File: config.mk
export PLATFORM = sky130hd
export DESIGN_NAME = hazard_stall_controller
export DESIGN_NICKNAME = d
export VERILOG_FILES = /design/src/rtl/hazard_stall_controller.sv
export SDC_FILE = /design/constraint.sdc
export NUM_CORES = 1
export LEC_CHECK = 0
export ABC_AREA = 1
export CAP_MARGIN = 15
export CORE_MARGIN = 1
export CORE_UTILIZATION = 40
export DETAILED_ROUTE_END_ITERATION = 10
export PLACE_DENSITY_LB_ADDON = 0.25
export SLEW_MARGIN = 20
export SYNTH_ARGS = -nofsm -noshare
export SYNTH_HDL_FRONTEND = slang
export SYNTH_SLANG_ARGS = --single-unit
File: constraint.sdc
create_clock -name clk -period 1.3 [get_ports clk]
set_input_delay 0.13 -clock clk [delete_from_list [all_inputs] [get_ports clk]]
set_output_delay 0.13 -clock clk [all_outputs]
set_load 0.1 [all_outputs]
File: src/rtl/hazard_stall_controller.sv
// Pipeline hazard/stall sequencer for the 5-stage MIPS core: load-use stalls, branch flushes, memory waits.
// Define HAZARD_STALL_STATS_EN to add the saturating stall_count statistics output.
module hazard_stall_controller #(
  parameter int unsigned FLUSH_CYCLES = 1,
  parameter int unsigned MEM_TIMEOUT  = 16
) (
  input  logic       clk,
  input  logic       reset,
  input  logic [4:0] id_rs,
  input  logic [4:0] id_rt,
  input  logic       id_uses_rt,
  input  logic       ex_mem_read,
  input  logic [4:0] ex_rt,
  input  logic       branch_taken,
  input  logic       mem_req,
  input  logic       mem_ready,
  output logic       pc_write,
  output logic       ifid_write,
  output logic       idex_write,
  output logic       exmem_write,
  output logic       idex_bubble,
  output logic       ifid_flush,
  output logic       idex_flush,
  output logic       mem_timeout,
  output logic [1:0] ctrl_state
`ifdef HAZARD_STALL_STATS_EN
  ,
  output logic [15:0] stall_count
`endif
);

  typedef enum logic [1:0] {
    ST_RUN      = 2'b00,
    ST_MEM_WAIT = 2'b01,
    ST_FLUSH    = 2'b10
  } state_e;

  localparam logic [1:0] FLUSH_RELOAD = 2'(FLUSH_CYCLES - 1);
  localparam logic [7:0] TIMEOUT_VAL  = 8'(MEM_TIMEOUT);

  state_e     state_q, state_d;
  logic [1:0] flush_cnt_q, flush_cnt_d;
  logic [7:0] wait_cnt_q, wait_cnt_d;
  logic       timeout_q, timeout_d;

  logic memstall, loaduse;
  logic pc_w, ifid_w, idex_w, exmem_w, bubble, flush;

  assign memstall = mem_req & ~mem_ready;
  assign loaduse  = ex_mem_read & (ex_rt != 5'd0) &
                    ((ex_rt == id_rs) | (id_uses_rt & (ex_rt == id_rt)));

  always_comb begin
    // NOTE: every signal gets a default first so no path leaves it unassigned (no latches).
    state_d     = state_q;
    flush_cnt_d = flush_cnt_q;
    wait_cnt_d  = wait_cnt_q;
    timeout_d   = timeout_q;
    pc_w        = 1'b1;
    ifid_w      = 1'b1;
    idex_w      = 1'b1;
    exmem_w     = 1'b1;
    bubble      = 1'b0;
    flush       = 1'b0;

    unique case (state_q)
      ST_RUN: begin
        if (memstall) begin
          {pc_w, ifid_w, idex_w, exmem_w} = 4'b0000;
          state_d    = ST_MEM_WAIT;
          wait_cnt_d = 8'd1;
        end else if (branch_taken) begin
          // The ID instruction is on the wrong path, so a coincident load-use is dropped.
          flush = 1'b1;
          if (FLUSH_CYCLES > 1) begin
            state_d     = ST_FLUSH;
            flush_cnt_d = FLUSH_RELOAD;
          end
        end else if (loaduse) begin
          pc_w   = 1'b0;
          ifid_w = 1'b0;
          bubble = 1'b1;
        end
      end

      ST_MEM_WAIT: begin
        if (wait_cnt_q == TIMEOUT_VAL) timeout_d = 1'b1;
        if (mem_ready) begin
          state_d = ST_RUN;
        end else begin
          {pc_w, ifid_w, idex_w, exmem_w} = 4'b0000;
          if (wait_cnt_q != 8'hFF) wait_cnt_d = wait_cnt_q + 8'd1;
        end
      end

      ST_FLUSH: begin
        if (memstall) begin
          {pc_w, ifid_w, idex_w, exmem_w} = 4'b0000;
        end else begin
          flush = 1'b1;
          if (branch_taken) begin
            flush_cnt_d = FLUSH_RELOAD;
          end else begin
            flush_cnt_d = flush_cnt_q - 2'd1;
            if (flush_cnt_q <= 2'd1) state_d = ST_RUN;
          end
        end
      end

      default: state_d = ST_RUN;
    endcase
  end

  always_ff @(posedge clk or posedge reset) begin
    // NOTE: sequential state uses non-blocking assignments so all registers update together.
    if (reset) begin
      state_q     <= ST_RUN;
      flush_cnt_q <= 2'd0;
      wait_cnt_q  <= 8'd0;
      timeout_q   <= 1'b0;
    end else begin
      state_q     <= state_d;
      flush_cnt_q <= flush_cnt_d;
      wait_cnt_q  <= wait_cnt_d;
      timeout_q   <= timeout_d;
    end
  end

  // Outputs are forced low while reset is held; state and timeout are already cleared.
  assign pc_write    = pc_w    & ~reset;
  assign ifid_write  = ifid_w  & ~reset;
  assign idex_write  = idex_w  & ~reset;
  assign exmem_write = exmem_w & ~reset;
  assign idex_bubble = bubble  & ~reset;
  assign ifid_flush  = flush   & ~reset;
  assign idex_flush  = flush   & ~reset;
  assign mem_timeout = timeout_q;
  assign ctrl_state  = state_q;

`ifdef HAZARD_STALL_STATS_EN
  logic [15:0] stall_cnt_q;

  always_ff @(posedge clk or posedge reset) begin
    if (reset) begin
      stall_cnt_q <= 16'd0;
    end else if (!pc_write && stall_cnt_q != 16'hFFFF) begin
      stall_cnt_q <= stall_cnt_q + 16'd1;
    end
  end

  assign stall_count = stall_cnt_q;
`endif

endmodule

# After elaboration in Yosys (flattened, before gate mapping)
# Index checks and enable logic that the tools add are counted.
# op_classes
addsub	2
n_mul	0
div	0
magnitude_cmp	1
eq_ne	13
shifts	0
n_mux	25
n_bitwise	12
n_reduce_logical	8
# ops
op	count
$mux 8	3
$pmux 8 s2	1
$ne 2x2->1 const B	7
$mux 2	6
$mux 1	11
$eq 5x5->1	2
$add 8x1->8 const B	1
$and 1x1->1	8
$eq 8x5->1 const B	1
$ne 8x8->1 const B	1
$pmux 2 s3	1
$reduce_and 5->1	1
$reduce_bool 5->1	1
$pmux 1 s2	2
$reduce_and 2->1	2
$reduce_and 4->1	1
$not 1->1	3
$pmux 1 s3	1
$eq 2x1->1 const B	1
$eq 2x2->1 const B	1
$le 2x1->1 const B	1
$logic_not 2->1	1
$reduce_bool 2->1	1
$reduce_or 2->1	1
other kinds (2)	2
# word_totals
regBits	13
latch_bits	0
ramBits	0
mem_bits_ro	0
in_bits	22
output_inout_bits	10
elab_cells	65
n_memories	0

# Longest topological paths before layout
# Gate-level depths: netlist of the first run.
# depth
word_depth	9
depth_mapped	10

# Worst setup path after synthesis of the first run
# OpenSTA, ideal clock, no wires.
# synth_timing
kind	flip-flop to output port
startpoint	register state_q[0], in the netlist ctrl_state[0]
endpoint	output pc_write
t_arrival_ns	3.780
slack_ns	-2.610
stages_incl_launch_ff	8
cell_sequence	dfrtp_1 > buf_4 > inv_4 > a21oi_4 > nor2_1 > nand2_1 > nand2_1 > buf_4
# synth_via
elab_chain_cells	3
# synth_rtl
element	line	source
from (decl)	41	state_e state_q, state_d;
from (signal assigned)	122	state_q <= state_d;
$eq 2x2->1 (tied with other cells)	--	
$pmux 1 s3 *	--	
$and 1x1->1 *	--	
to (decl)	17	output logic pc_write,
# Mark *: on every way between the ends. The rest lies on a longest branch, timed or not.

# Final worst setup path of the first run
# layout_timing
startpoint	register state_q[0], in the netlist ctrl_state[0]
endpoint	output idex_flush
# layout_via
elab_chain_cells	3
# layout_rtl
element	line	source
$eq 2x2->1 / $logic_not 2->1 (equally long branches)	66	unique case (state_q)
$pmux 1 s2 *	66	
$and 1x1->1 *	136	assign idex_flush = flush & ~reset;
to (decl)	23	output logic idex_flush,
# Marks and branches as above.

==> flow_metrics.py, run 1 <==
metrics = {
    "status": {
        "run_status": "finished with violations",
        "violations": "negative setup slack",
    },
    "placed_design": {
        "pre_cts_ws_ns": -0.448,
        "hpwl_um": 1820,
        "placed_cell_area_um2": 1410,
        "place.gp.congestion": 0.827,
        "portBuffers": 30,
    },
    "logic_synthesis": {
        "postSynthCellCount": 137,
        "yosys_warnings": 0,
        "synthesis.area_um2": 883,
        "yosys_cell_types": 24,
        "synth_sequential_area_ratio_pct": 28.3,
        "postSynthNetCount": 161,
        "syn_avg_cell_area_um2": 6.45,
        "synth-seq-cells": 10,
    },
    "timing": {
        "rsz_0062_raised_after_global_routing": "true",
        "fin_crit_ns": 1.58,
        "fin_worst_hold_slack_ns": 0.229,
        "count_of_final_max_slew_check_failures": 0,
        "finalWorstSetupSlack_ns": -0.281,
        "setup_viol": 15,
        "max_clock_freq_mhz": 633,
        "layout_worst_path_cycle_share_pct": 122,
        "timing.clock.skew_ns": 0.0103,
        "final_hold_viol_count": 0,
    },
    "routing": {
        "ant_nets": 0,
        "drt_pass1_iterations": 4,
        "drt_iter0_markers": 20,
        "via_per_inst": 4.95,
        "detail_route.wirelength_um": 2570,
        "wire_per_inst_um": 12.3,
        "routed-via-count": 1029,
        "drc_violations_left": 0,
    },
    "floorplanning": {
        "die_y_um": 49.0,
        "die_area_um2": 2400,
        "io_pins": 32,
        "coreArea_um2": 2020,
        "floorplan.initialDensity_pct": 43.7,
        "die_w_um": 49.0,
        "core.rowCount": 16,
    },
    "clock_tree": {
        "cts_buffers": 3,
        "clock_latency_on_the_worst_skew_pair_ns": 0.27,
        "cts_hold_buf": 0,
        "clock_tree_from_tritoncts": "done",
        "clock_tree.htree_level_count": 1,
        "clkSlewWorstSetupHoldPaths_ns": 0.07,
        "clock-sinks": 10,
        "clockBufferDepth": 2,
        "ctsRootBufferMaster": "sky130_fd_sc_hd__clkbuf_4",
    },
    "final_layout": {
        "non_filler_cell_area_final_um2": 1520,
        "antenna-diode-count": 0,
        "layout-area-overhead-vs-synth_pct": 72.5,
        "final_nets": 206,
        "fraction_of_layout_cells_with_a_size_suffix_above_1_pct": 33.1,
    },
    "critical_path": {
        "crit_required_ns": 1.17,
        "endpoint_type_of_the_worst_setup_path": "output pin",
        "crit_arrival_ns": 1.45,
        "timing.critical_path.slowest_cell_delay_ns": 0.50,
        "timing.critical_path.max_delay_family": "flip-flops",
        "crit_buf_inv": 3,
        "crit_slowest_cell": "sky130_fd_sc_hd__dfrtp_4",
        "crit_path_cell_chain": "clkinv_4 > o211ai_1 > buf_4 > nor2_4 > buf_12",
        "worstPathMaxFanout": 3,
        "setup.worst_path.class": "reg2out",
        "crit_path_start_kind": "flip-flop",
    },
    "global_routing": {
        "grt.overflow.total": 0,
        "overall_track_demand_over_capacity_in_global_routing_pct": 21.0,
        "first_global_vias": 982,
        "largest_net_degree_at_the_start_of_global_routing": 11,
        "initial_antenna_violation_count": 0,
        "grt_pass1_wl_um": 3900,
    },
    "pwr": {
        "power.static_leakage_nw": 0.790,
        "p_per_area_nw_per_um2": 765,
        "vdd_ir_drop_max_uv": 764,
    },
    "worst_hold_path": {
        "hold_path_class": "in2async",
    },
    "flow_run": {
        "maxCapViolations": 0,
    },
}
-- what timing repair did --
item,4_1_cts,5_1_grt
setup buffers,2,0
cloned,1,0
endpoints found under the hold margin,0,0
endpoints found under the setup margin,15,15
gates resized for setup,18,17
pin swaps,12,8
-- kinds of logic after synthesis --
family,after synthesis,synth area share [%]
AO/OA/AOI/OAI,12,8.78
XOR/XNOR,3,2.98
adder cells (fa/ha/maj),2,2.83
buffers and inverters,30,16.0
flip-flops,10,28.3
other,1,0.425
AND/OR/NAND/NOR,79,40.6
-- final cells by class --
class	instances	area [um2]
tap	27	33.8
timing repair buffer	45	500
sequential	10	254
inverter	24	95.1
multi-input combinational	98	614
fill	148	498
clock buffer	4	26.3
-- synthesized netlist by cell type, drive strengths merged --
| master | count | area share [%] |
|---|---|---|
| xnor2 | 1 | 0.99 |
| inv | 24 | 10 |
| nand2 | 46 | 21 |
| xor2 | 2 | 2.0 |
| or2 | 3 | 2.1 |
| dfrtp | 10 | 28 |
| nand4 | 4 | 2.8 |
| o21ai | 9 | 5.1 |
| o211ai | 1 | 0.85 |
| ha | 2 | 2.8 |
| buf | 6 | 5.5 |
| o41ai | 1 | 0.99 |
| a21oi | 1 | 1.8 |
| conb | 1 | 0.42 |
| nor2 | 13 | 6.1 |
| nor3 | 2 | 2.4 |
| nand3 | 11 | 6.2 |
-- state kept, by name (all words and copies together) (netlist names) --
signal	count
wait_cnt_q	8
ctrl_state	1
mem_timeout	1
-- final timing paths --
path | startpoint | to | slack [ns] | cells after the start
worst min register to register | mem_timeout | mem_timeout | 0.54 | 2
max in group asynchronous | reset | ctrl_state[0] | 0.91 | 3
worst min-delay path | reset | ctrl_state[0] | 0.23 | 3
min in group clk | mem_timeout | mem_timeout | 0.54 | 2
worst max register to register | wait_cnt_q[1] | wait_cnt_q[6] | -0.09 | 8
worst max-delay path | ctrl_state[0] | idex_flush | -0.28 | 5
-- report_power, final --
part / internal, mW / total (mW) / switching, mW
combinational: 0.239 / 0.567 / 0.328
clock: 0.119 / 0.230 / 0.111
sequential: 0.341 / 0.369 / 0.0289
-- worst reg2reg max path, delay by kind of cell (launching register included) --
| kind | cells | cell delay, ns |
|---|---|---|
| adder cells (fa/ha/maj) | 1 | 0.22 |
| flip-flops | 1 | 0.37 |
| AND/OR/NAND/NOR | 7 | 0.70 |
-- per-stage QoR --
step                      TNS, ns  power [mW]  util [%]  instances
after CTS                   -1.72        1.15      72.4        208
after floorplan             -5.55       0.702         -        137
after global routing        -2.59        1.24      75.4        208
after global placement      -1.74       0.897      69.9        201
after detailed placement    -2.42       0.914      69.9        201
final                       -1.85        1.17      75.4        208
-- placed cells by master (no fill, tap or decap), drive strengths merged --
cell type      count
nor2              13
dfrtp             10
ha                 2
inv               23
xnor2              1
nand4              4
conb               1
dlymetal6s2s       2
o41ai              1
o21ai              9
dlygate4sd2       12
nand2             47
buf               24
clkbuf             4
nor3               2
nand3             11
or2                3
clkinv             1
xor2               2
clkdlybuf4s50      7
o211ai             1
a21oi              1
-- layer usage --
layer  routed length, um  track usage, %  vias up  part of all wire [%]
li1                    -               -      515                     -
met1                1040            22.6      465                    40
met2                1340            39.6       42                    52
met3                 138            6.54        7                   5.4
met4                  51            4.41        0                   2.0
met5                   0               0        -                     0
(Power assumes the default switching activity.)
==> inputs of run 2 (changes only) <==
Settings changed: CAP_MARGIN 15 to 20.
==> results of run 2 <==
Final layout, timing and power as in run 1 (identical DEF).
==> variant: new RTL, settings of run 2 <==
The option `HAZARD_STALL_STATS_EN` is turned on by a define.
--- a/src/rtl/hazard_stall_controller.sv
+++ b/src/rtl/hazard_stall_controller.sv
@@ -1,5 +1,7 @@
 // Pipeline hazard/stall sequencer for the 5-stage MIPS core: load-use stalls, branch flushes, memory waits.
 // Define HAZARD_STALL_STATS_EN to add the saturating stall_count statistics output.
+`define HAZARD_STALL_STATS_EN
+
 module hazard_stall_controller #(
   parameter int unsigned FLUSH_CYCLES = 1,
   parameter int unsigned MEM_TIMEOUT  = 16
Behaviour (old outputs only; new: stall_count): unchanged (Yosys induction, for registers that start in step).
==> variant against run 2 <==
The flow still finishes with violations (setup timing); sequential cell count up 16; synthesized area up 100%; synthesized cell count up 88%; worst setup slack worse by 0.024 ns; routed wire length up 120%; maximum frequency down 1.5%; power rose to 3.2 times the old value; largest power group unchanged; design area up 120%.
==> variant: results (changes against run 2) <==
run status=complete, but fails checks (unchanged); failing checks=setup timing (unchanged); Post-synth top cells=nand2_1, inv_1, nand3_1, dfrtp_1, nor2_1 (was nand2_1, inv_1, nand3_1, nor2_1, dfrtp_1); Mapped Nets=283 (was 161); setup ws final=-0.305 ns (was -0.281 ns); maximum vdd drop=1.28 mV (was 0.764 mV); Total Wirelength=5.58 mm (was 2.57 mm); Worst Skew=0.00783 ns (was 0.0103 ns); wire length on met3=261 µm (was 138 µm); Buffers on Ports=46 (was 30); flop2flop setup slack=-0.30 ns (was -0.09 ns); Reg2Reg Capture Point=stall_count[7]$_DFFE_PP0P_ (was wait_cnt_q[6]$_DFFE_PP0P_); Tot GR Track Use=22.0% (was 21.0%); internal power=2.05 mW (was 0.699 mW); met2 routed WL=2.92 mm (was 1.34 mm); Post-DP Area=3000 µm² (was 1410 µm²); count of different cell masters after synthesis=28 (was 24); CTS clk-pin slew, worst paths=0.10 ns (was 0.07 ns); gpl congestion=0.803 (was 0.827); Final nets=389 (was 206); clock root buffer=clkbuf_8 (was clkbuf_4); path depth of the worst reg2reg path=9 (was 8); final-report setup violation count=31 (was 15); fraction of layout cells with a size suffix above 1=44.9% (was 33.1%); vias per inst=4.98 (was 4.95); TritonRoute pass-1 iters=5 (was 4); worst reg2reg startpoint=stall_count[0]$_DFFE_PP0P_ (was wait_cnt_q[1]$_DFFE_PP0P_); WP data arrival=1.48 ns (was 1.45 ns)
[variant: cell types whose count changed after synthesis, moves of 4 or more]
| cell | before | now |
|---|---|---|
| xnor2_1 | 1 | 7 |
| inv_1 | 23 | 34 |
| o21ai_1 | 4 | 0 |
| buf_2 | 0 | 4 |
| dfrtp_1 | 10 | 26 |
| nand3_1 | 11 | 27 |
| nand2_1 | 43 | 85 |
| nor2_1 | 11 | 21 |
| xor2_1 | 2 | 11 |
| nor3_1 | 1 | 5 |
[variant: routing by layer]
layer / track usage, % / up-vias
li1: - / 1011
met1: 27.1 / 986
met2: 39.5 / 62
met3: 3.34 / 8
met4: 6.80 / 0
met5: 0 / -
[variant: cell type report]
class / instances / area [µm²]
tap: 52 / 65.1
multi-input combinational: 188 / 1230
fill: 266 / 973
clock buffer: 4 / 45.0
inverter: 35 / 146
sequential: 26 / 672
timing repair buffer: 110 / 1220
[variant: power groups by stage]
stage                     clock (mW)  sequential (mW)  combinational, mW
final                          0.486             1.03               2.22
after global routing           0.528             1.04               2.33
after CTS                      0.495             1.02               2.11
after detailed placement           0             1.02               2.01
after global placement             0             1.01               1.99
after floorplan                    0             1.67              0.501
[variant: cell families (layout without fill, tap and decap cells)]
logic type,count (synthesis),in the layout,synth area share [%]
AND/OR/NAND/NOR,153,153,38.0
buffers and inverters,44,149,10.6
AO/OA/AOI/OAI,13,13,4.36
adder cells (fa/ha/maj),3,3,2.07
XOR/XNOR,18,18,8.71
other,1,1,0.207
flip-flops,26,26,36.0
[variant: timing repair]
action,CTS,global route
gates cloned,1,0
endpoints found under the setup margin,31,32
pin swaps,30,13
buffers inserted,2,7
resized for setup,35,42
[variant: critical path, cell delays in order (launching register included)]
cell and delay (ns):
dfrtp_4 0.51, clkinv_4 0.07, nand4_1 0.07, inv_1 0.08
nand2_2 0.07, buf_4 0.14, nor2_4 0.09, buf_12 0.18
[variant: metrics by stage]
step           worst slack, ns  power [mW]  std cells
2_1_floorplan            -1.24        2.17        258
3_3_place_gp            -0.437        3.00        401
3_5_place_dp            -0.464        3.03        401
4_1_cts                 -0.341        3.63        408
5_1_grt                 -0.382        3.90        415
6_report                -0.305        3.73        415
[variant: worst max path at each step]
stage	end	slack (ns)	depth (start not counted)	startpoint
5_1_grt	stall_count[7]$_DFFE_PP0P_	-0.38	9	stall_count[0]$_DFFE_PP0P_
6_report	idex_bubble	-0.31	7	ctrl_state[0]$_DFFE_PP0P_
3_5_place_dp	ifid_write	-0.46	11	ex_rt[0]
2_1_floorplan	pc_write	-1.24	8	ctrl_state[0]$_DFFE_PP0P_
3_3_place_gp	pc_write	-0.44	11	ex_rt[4]
4_1_cts	ifid_write	-0.34	7	ctrl_state[0]$_DFFE_PP0P_
